===== config.mk =====
export PLATFORM = sky130hd
export DESIGN_NAME = adder_share_arbiter
export DESIGN_NICKNAME = d
export VERILOG_FILES = /design/src/rtl/adder_share_arbiter_pkg.sv /design/src/rtl/adder_share_arbiter_rr_arbiter.sv /design/src/rtl/adder_share_arbiter.sv
export SDC_FILE = /design/constraint.sdc
export NUM_CORES = 1
export LEC_CHECK = 0
export ABC_AREA = 0
export CORE_AREA = 10 10 154 120
export CTS_BUF_LIST = sky130_fd_sc_hd__clkbuf_8
export DETAILED_ROUTE_END_ITERATION = 16
export DIE_AREA = 0 0 164 130
export GPL_TIMING_DRIVEN = 1
export PLACE_DENSITY = 0.86
export RECOVER_POWER = 50
export REMOVE_ABC_BUFFERS = 1
export SLEW_MARGIN = 20
export SYNTH_ARGS = -nofsm -noshare
export SYNTH_HDL_FRONTEND = slang
export SYNTH_SLANG_ARGS = --single-unit
export TNS_END_PERCENT = 100

===== constraint.sdc =====
create_clock -name clk -period 2.75 [get_ports clk]
set_clock_uncertainty 0.1 [all_clocks]
set_input_delay 0.6875 -clock clk [delete_from_list [all_inputs] [get_ports clk]]
set_output_delay 0.6875 -clock clk [all_outputs]
set_load 0.01 [all_outputs]

===== src/rtl/adder_share_arbiter_pkg.sv =====
// Shared definitions for the shared-adder arbiter slice: FSM state encoding
// and default widths.
package adder_share_pkg;

    localparam int unsigned DEF_WIDTH   = 32;
    localparam int unsigned DEF_NUM_REQ = 3;

    // 2'd3 is not a legal state; the FSM recovers from it to ST_IDLE.
    typedef enum logic [1:0] {
        ST_IDLE = 2'd0,
        ST_EXEC = 2'd1,
        ST_DONE = 2'd2
    } state_e;

endpackage


===== src/rtl/adder_share_arbiter_rr_arbiter.sv =====
// Combinational round-robin arbiter: grants the first active request after
// last_grant, wrapping around; produces a one-hot grant and its index.
module rr_arbiter #(
    parameter int unsigned NUM_REQ = 3,
    parameter int unsigned IDW     = 2
) (
    input  logic [NUM_REQ-1:0] req,
    input  logic [IDW-1:0]     last_grant,
    input  logic               en,
    output logic [NUM_REQ-1:0] gnt,
    output logic [IDW-1:0]     gnt_idx
);

    int unsigned lg;
    logic        found;

    // Two passes: indices above last_grant first, then wrap to 0..last_grant.
    always_comb begin
        gnt     = '0;
        gnt_idx = '0;
        found   = 1'b0;
        lg      = 32'(last_grant);
        for (int unsigned i = 0; i < NUM_REQ; i++) begin
            if (!found && req[i] && (i > lg)) begin
                found   = 1'b1;
                gnt[i]  = 1'b1;
                gnt_idx = IDW'(i);
            end
        end
        for (int unsigned i = 0; i < NUM_REQ; i++) begin
            if (!found && req[i] && (i <= lg)) begin
                found   = 1'b1;
                gnt[i]  = 1'b1;
                gnt_idx = IDW'(i);
            end
        end
        if (!en) begin
            gnt     = '0;
            gnt_idx = '0;
        end
    end

endmodule


===== src/rtl/adder_share_arbiter.sv =====
// Shares one external combinational adder among NUM_REQ requesters with
// round-robin arbitration, one operation in flight and a registered response.
module adder_share_arbiter
    import adder_share_pkg::*;
#(
    parameter int unsigned NUM_REQ = DEF_NUM_REQ,
    parameter int unsigned WIDTH   = DEF_WIDTH,
    parameter int unsigned IDW     = 2
) (
    input  logic                     clk,
    input  logic                     rst_n,
    input  logic [NUM_REQ-1:0]       req_valid,
    output logic [NUM_REQ-1:0]       req_ready,
    input  logic [NUM_REQ*WIDTH-1:0] req_a,
    input  logic [NUM_REQ*WIDTH-1:0] req_b,
    input  logic [NUM_REQ-1:0]       req_sub,
    output logic [WIDTH-1:0]         add_a,
    output logic [WIDTH-1:0]         add_b,
    output logic                     add_cin,
    input  logic [WIDTH-1:0]         add_sum,
    input  logic                     add_cout,
    output logic                     rsp_valid,
    input  logic                     rsp_ready,
    output logic [IDW-1:0]           rsp_id,
    output logic [WIDTH-1:0]         rsp_sum,
    output logic                     rsp_cout,
    output logic                     rsp_ovf
);

    state_e             state_q, state_d;
    logic [IDW-1:0]     last_q, last_d;
    logic [WIDTH-1:0]   op_a_q, op_a_d, op_b_q, op_b_d;
    logic               op_cin_q, op_cin_d;
    logic [IDW-1:0]     op_id_q, op_id_d;
    logic [IDW-1:0]     rsp_id_q, rsp_id_d;
    logic [WIDTH-1:0]   rsp_sum_q, rsp_sum_d;
    logic               rsp_cout_q, rsp_cout_d;
    logic               rsp_ovf_q, rsp_ovf_d;

    logic [NUM_REQ-1:0] gnt;
    logic [IDW-1:0]     gnt_idx;
    logic [WIDTH-1:0]   sel_a, sel_b;
    logic               sel_sub;

    // rst_n gates the grant so req_ready is zero while reset is held.
    rr_arbiter #(
        .NUM_REQ (NUM_REQ),
        .IDW     (IDW)
    ) u_rr (
        .req        (req_valid),
        .last_grant (last_q),
        .en         ((state_q == ST_IDLE) && rst_n),
        .gnt        (gnt),
        .gnt_idx    (gnt_idx)
    );

    always_comb begin
        sel_a   = '0;
        sel_b   = '0;
        sel_sub = 1'b0;
        for (int unsigned i = 0; i < NUM_REQ; i++) begin
            sel_a   = sel_a | ({WIDTH{gnt[i]}} & req_a[i*WIDTH +: WIDTH]);
            sel_b   = sel_b | ({WIDTH{gnt[i]}} & req_b[i*WIDTH +: WIDTH]);
            sel_sub = sel_sub | (gnt[i] & req_sub[i]);
        end
    end

    always_comb begin
        state_d    = state_q;
        last_d     = last_q;
        op_a_d     = op_a_q;
        op_b_d     = op_b_q;
        op_cin_d   = op_cin_q;
        op_id_d    = op_id_q;
        rsp_id_d   = rsp_id_q;
        rsp_sum_d  = rsp_sum_q;
        rsp_cout_d = rsp_cout_q;
        rsp_ovf_d  = rsp_ovf_q;
        case (state_q)
            ST_IDLE: begin
                if (|gnt) begin
                    op_a_d   = sel_a;
                    op_b_d   = sel_sub ? ~sel_b : sel_b;
                    op_cin_d = sel_sub;
                    op_id_d  = gnt_idx;
                    last_d   = gnt_idx;
                    state_d  = ST_EXEC;
                end
            end
            ST_EXEC: begin
                rsp_sum_d  = add_sum;
                rsp_cout_d = add_cout;
                rsp_id_d   = op_id_q;
                rsp_ovf_d  = (op_a_q[WIDTH-1] == op_b_q[WIDTH-1]) &&
                             (add_sum[WIDTH-1] != op_a_q[WIDTH-1]);
                state_d    = ST_DONE;
            end
            ST_DONE: begin
                if (rsp_ready) state_d = ST_IDLE;
            end
            default: state_d = ST_IDLE;
        endcase
    end

    always_ff @(posedge clk or negedge rst_n) begin
        if (!rst_n) begin
            state_q    <= ST_IDLE;
            last_q     <= IDW'(NUM_REQ - 1);
            op_a_q     <= '0;
            op_b_q     <= '0;
            op_cin_q   <= 1'b0;
            op_id_q    <= '0;
            rsp_id_q   <= '0;
            rsp_sum_q  <= '0;
            rsp_cout_q <= 1'b0;
            rsp_ovf_q  <= 1'b0;
        end else begin
            state_q    <= state_d;
            last_q     <= last_d;
            op_a_q     <= op_a_d;
            op_b_q     <= op_b_d;
            op_cin_q   <= op_cin_d;
            op_id_q    <= op_id_d;
            rsp_id_q   <= rsp_id_d;
            rsp_sum_q  <= rsp_sum_d;
            rsp_cout_q <= rsp_cout_d;
            rsp_ovf_q  <= rsp_ovf_d;
        end
    end

    assign req_ready = gnt;
    assign add_a     = op_a_q;
    assign add_b     = op_b_q;
    assign add_cin   = op_cin_q;
    assign rsp_valid = (state_q == ST_DONE);
    assign rsp_id    = rsp_id_q;
    assign rsp_sum   = rsp_sum_q;
    assign rsp_cout  = rsp_cout_q;
    assign rsp_ovf   = rsp_ovf_q;

endmodule


==> run_results.csv <==
group,metric,value,unit
power_and_ir_drop,switchingPower,3.38,mW
grt,grt_max_degree,81,
floorplan,dieArea,21300,µm²
power_and_ir_drop,p_comb_share,56.7,%
logic_synthesis,synth_edf_count,0,
floorplan,core_area,15600,µm²
setup_path,crit_arrival,1.80,ns
setup_path,crit_start,"req_valid[0]",
logic_synthesis,netlist_area,6050,µm²
grt,gr-total-overflow,0,
finish,diodes,0,
place,placed_area,9750,µm²
setup_path,crit_path_start_kind,"input pin",
place,dpl.hpwl,18900,µm
setup_path,r2r-start,"last_q[1]",
logic_synthesis,synth_top_area_share,43.4,%
clock_network,cts_root_buffer,"clkbuf_8",
floorplan,fp.dieH,130,µm
place,gp_congestion,0.851,
clock_network,cts_sinks,106,
setup_path,critPathCaptureType,"output port",
timing,period_share,94.2,%
setup_path,cpPeakStageDelay,0.30,ns
finish,finalNetCount,1181,
finish,utilization,63.8,%
clock_network,clk_latency,0.37,ns
timing,period_minus_slack,2.59,ns
grt,grt_usage,21.6,%
run,drv_cap,0,
floorplan,start_util,38.8,%
route,vias,6414,
route,ant_nets,0,
logic_synthesis,synthTopCellsByArea,"dfrtp_1, o221a_1, a21oi_1, a22o_1, a2111oi_0",
power_and_ir_drop,pwr_density_cell,891,nW/µm²
setup_path,slowest_stage,"dlygate4sd2_1",
logic_synthesis,avgSynthCellArea,9.73,µm²
clock_network,cts_tree,"built",
floorplan,ios,339,
timing,fmax,386,MHz
power_and_ir_drop,ir_worst_vdd,417,µV
logic_synthesis,ys_seq_elements,106,
power_and_ir_drop,clkPwrFrac,11.3,%
timing,worst_pin_slew,0.938,ns
route,wl_per_cell,20.9,µm
grt,antenna_found_initial,0,
setup_path,cpMostUsedCell,"dlygate4sd2_1",
place,place_ws,-0.340,ns
timing,rsz0062_at_grt,"false",
timing,slew_headroom,37.5,%
worst_hold_path,hp-start,"add_a[22]",
floorplan,num_rows,40,
clock_network,cts_buffer_depth,2,
route,drc_errors,0,
power_and_ir_drop,switching_share,38.1,%
place,port-buffer-count,338,
logic_synthesis,synth_cells,622,
route,firstDrtPassIters,7,
grt,grt_pass1_wl,36600,µm
logic_synthesis,synth_flop_cell,"dfrtp_1",
finish,drive_gt1_share,10.3,%
clock_network,cts_made_buffers,9,
timing,finalHoldViolCount,0,
setup_path,critPathKind,"in2out",
route,via_per_inst,5.52,
power_and_ir_drop,power.internal,5.49,mW
setup_path,cp_max_fo,4,
finish,syn_to_final_growth,64.6,%
grt,grt_pass1_vias,6478,
timing,layout_setup_ws,0.158,ns
logic_synthesis,yosys.area.top_type,"dfrtp_1",
timing,setup_viol,0,
clock_network,htree_levels,3,
logic_synthesis,synthDistinctLibCells,35,
power_and_ir_drop,p_leak,4.08,nW
timing,slew_violations,0,
outcome,outcome,"finished clean",
floorplan,die_w,164,µm
route,drt-initial-drc-count,392,
clock_network,clkSlewWorstSetupHoldPaths,0.10,ns
setup_path,worstPathRequired,1.96,ns
finish,postLayoutCellArea,9960,µm²
logic_synthesis,synth_seq_area_share,43.8,%
worst_hold_path,hp-class,"reg2reg",
logic_synthesis,ys_warn_count,0,
power_and_ir_drop,pwr-share-seq,32.0,%
logic_synthesis,postSynth.asyncResetShare,100,%
route,wl,24300,µm
setup_path,cp_cell_sequence,"dlygate4sd2_1 -> nor2_1 -> o2bb2ai_4 -> and2_1 -> dlygate4sd2_1",
power_and_ir_drop,finalPower,8.87,mW
==> per-stage QoR <==
step / hold slack, ns / setup TNS, ns / std cells
after CTS: 0.387 / 0 / 1162
final: 0.388 / 0 / 1162
after floorplan: 0.292 / -69.77 / 563
after global routing: 0.404 / 0 / 1162
after global placement: 0.362 / -3.72 / 1145
after detailed placement: 0.368 / -8.82 / 1145
==> worst paths after layout <==
kind,end,slack (ns),cells after the start
max,req_ready[2],0.16,5
min,add_a[22],0.39,2
max reg2reg,add_b[15],0.46,8
min reg2reg,add_a[22],0.39,2
max in group asynchronous,add_a[28],0.83,3
min in group asynchronous,add_b[18],0.49,2
==> power by group through the flow <==
stage	Sequential [mW]	Clock, mW	Combinational, mW
6_report	2.84	1.00	5.03
4_1_cts	2.83	1.04	5.11
2_1_floorplan	3.14	0	1.94
5_1_grt	2.94	1.10	5.41
3_5_place_dp	2.86	0	5.08
3_3_place_gp	2.82	0	4.97
==> layout by cell type, fill, tap and decap left out, types with 2 or more instances in the layout <==
cell             count
buf_12               5
inv_1               35
nand2b_1             4
clkinv_4             2
a211oi_1            32
clkbuf_8             9
nand3_1              2
o21ai_1             30
a2111oi_0           31
clkdlybuf4s50_1    326
mux2_1              19
nand2_4              2
and2_1               2
a22oi_2             21
nand2_1             70
o221a_1             32
nor2_1              37
clkbuf_1             2
a22oi_1             12
a22o_1              32
dlygate4sd3_1        5
dfrtp_1            105
inv_6                2
clkbuf_4             2
a21oi_1             65
o21ai_0              4
a21o_1               2
dlygate4sd2_1        3
mux2_2              16
buf_4               26
==> what timing repair did <==
action | 4_1_cts | 5_1_grt
hold buffers | 0 | 0
endpoints found under the setup margin | 3 | 1
resized for setup | 10 | 4
hold endpoints to repair | 0 | 0
pin swaps | 1 | 0
buffers inserted | 1 | 0
==> sequential cells by signal, summed over array words and instances (netlist names) <==
signal	cells
last_q	2
rsp_id	2
rsp_sum	32
add_a	32
state_q	2
rsp_ovf	1
add_b	32
op_id_q	1
add_cin	1
rsp_cout	1
==> worst max-delay path: cells and delay by family <==
kind	cells	cell delay, ns
AOI/OAI and AO/OA	1	0.15
and+or+nand+nor	2	0.40
buffers and inverters	2	0.57
==> per-layer routing <==
layer  GRT usage, %  vias up  part of all wire (%)
li1               -     2980                     -
met1           26.1     3125                    41
met2           37.2      290                    49
met3           7.02       19                   8.3
met4           4.09        0                   1.1
met5              0        -                     0
==> cell usage after synthesis, types with 2 or more instances <==
cell type / number
dfrtp_1: 105
nand2_1: 71
a21oi_1: 65
nor2_1: 37
inv_1: 34
a22o_1: 33
a211oi_1: 32
o21ai_1: 32
o221a_1: 32
a2111oi_0: 31
clkbuf_1: 31
a22oi_2: 21
mux2_1: 18
buf_2: 17
mux2_2: 17
a22oi_1: 12
nand2b_1: 5
buf_1: 4
buf_4: 3
a21o_1: 2
and2_1: 2
buf_6: 2
buf_8: 2
nand3_1: 2
o21ai_0: 2
==> kinds of logic (layout without fill, tap and decap cells) <==
kind of cell,after synthesis,in the layout,share of synthesized area (%)
buffers and inverters,94,424,6.98
muxes,35,35,6.51
AOI/OAI and AO/OA,265,265,34.2
and+or+nand+nor,122,122,8.49
DFF,106,106,43.8
==> layout make-up <==
cell class | count | area [µm²]
fillers | 1248 | 5650
repair buffers | 373 | 3700
multi-input cells | 422 | 3010
flip-flops and latches | 106 | 2650
well taps | 210 | 263
inverters | 35 | 131
clock buffers | 9 | 124
clock inverters | 7 | 85.1
No activity file was read; power rests on OpenSTA's default activity.
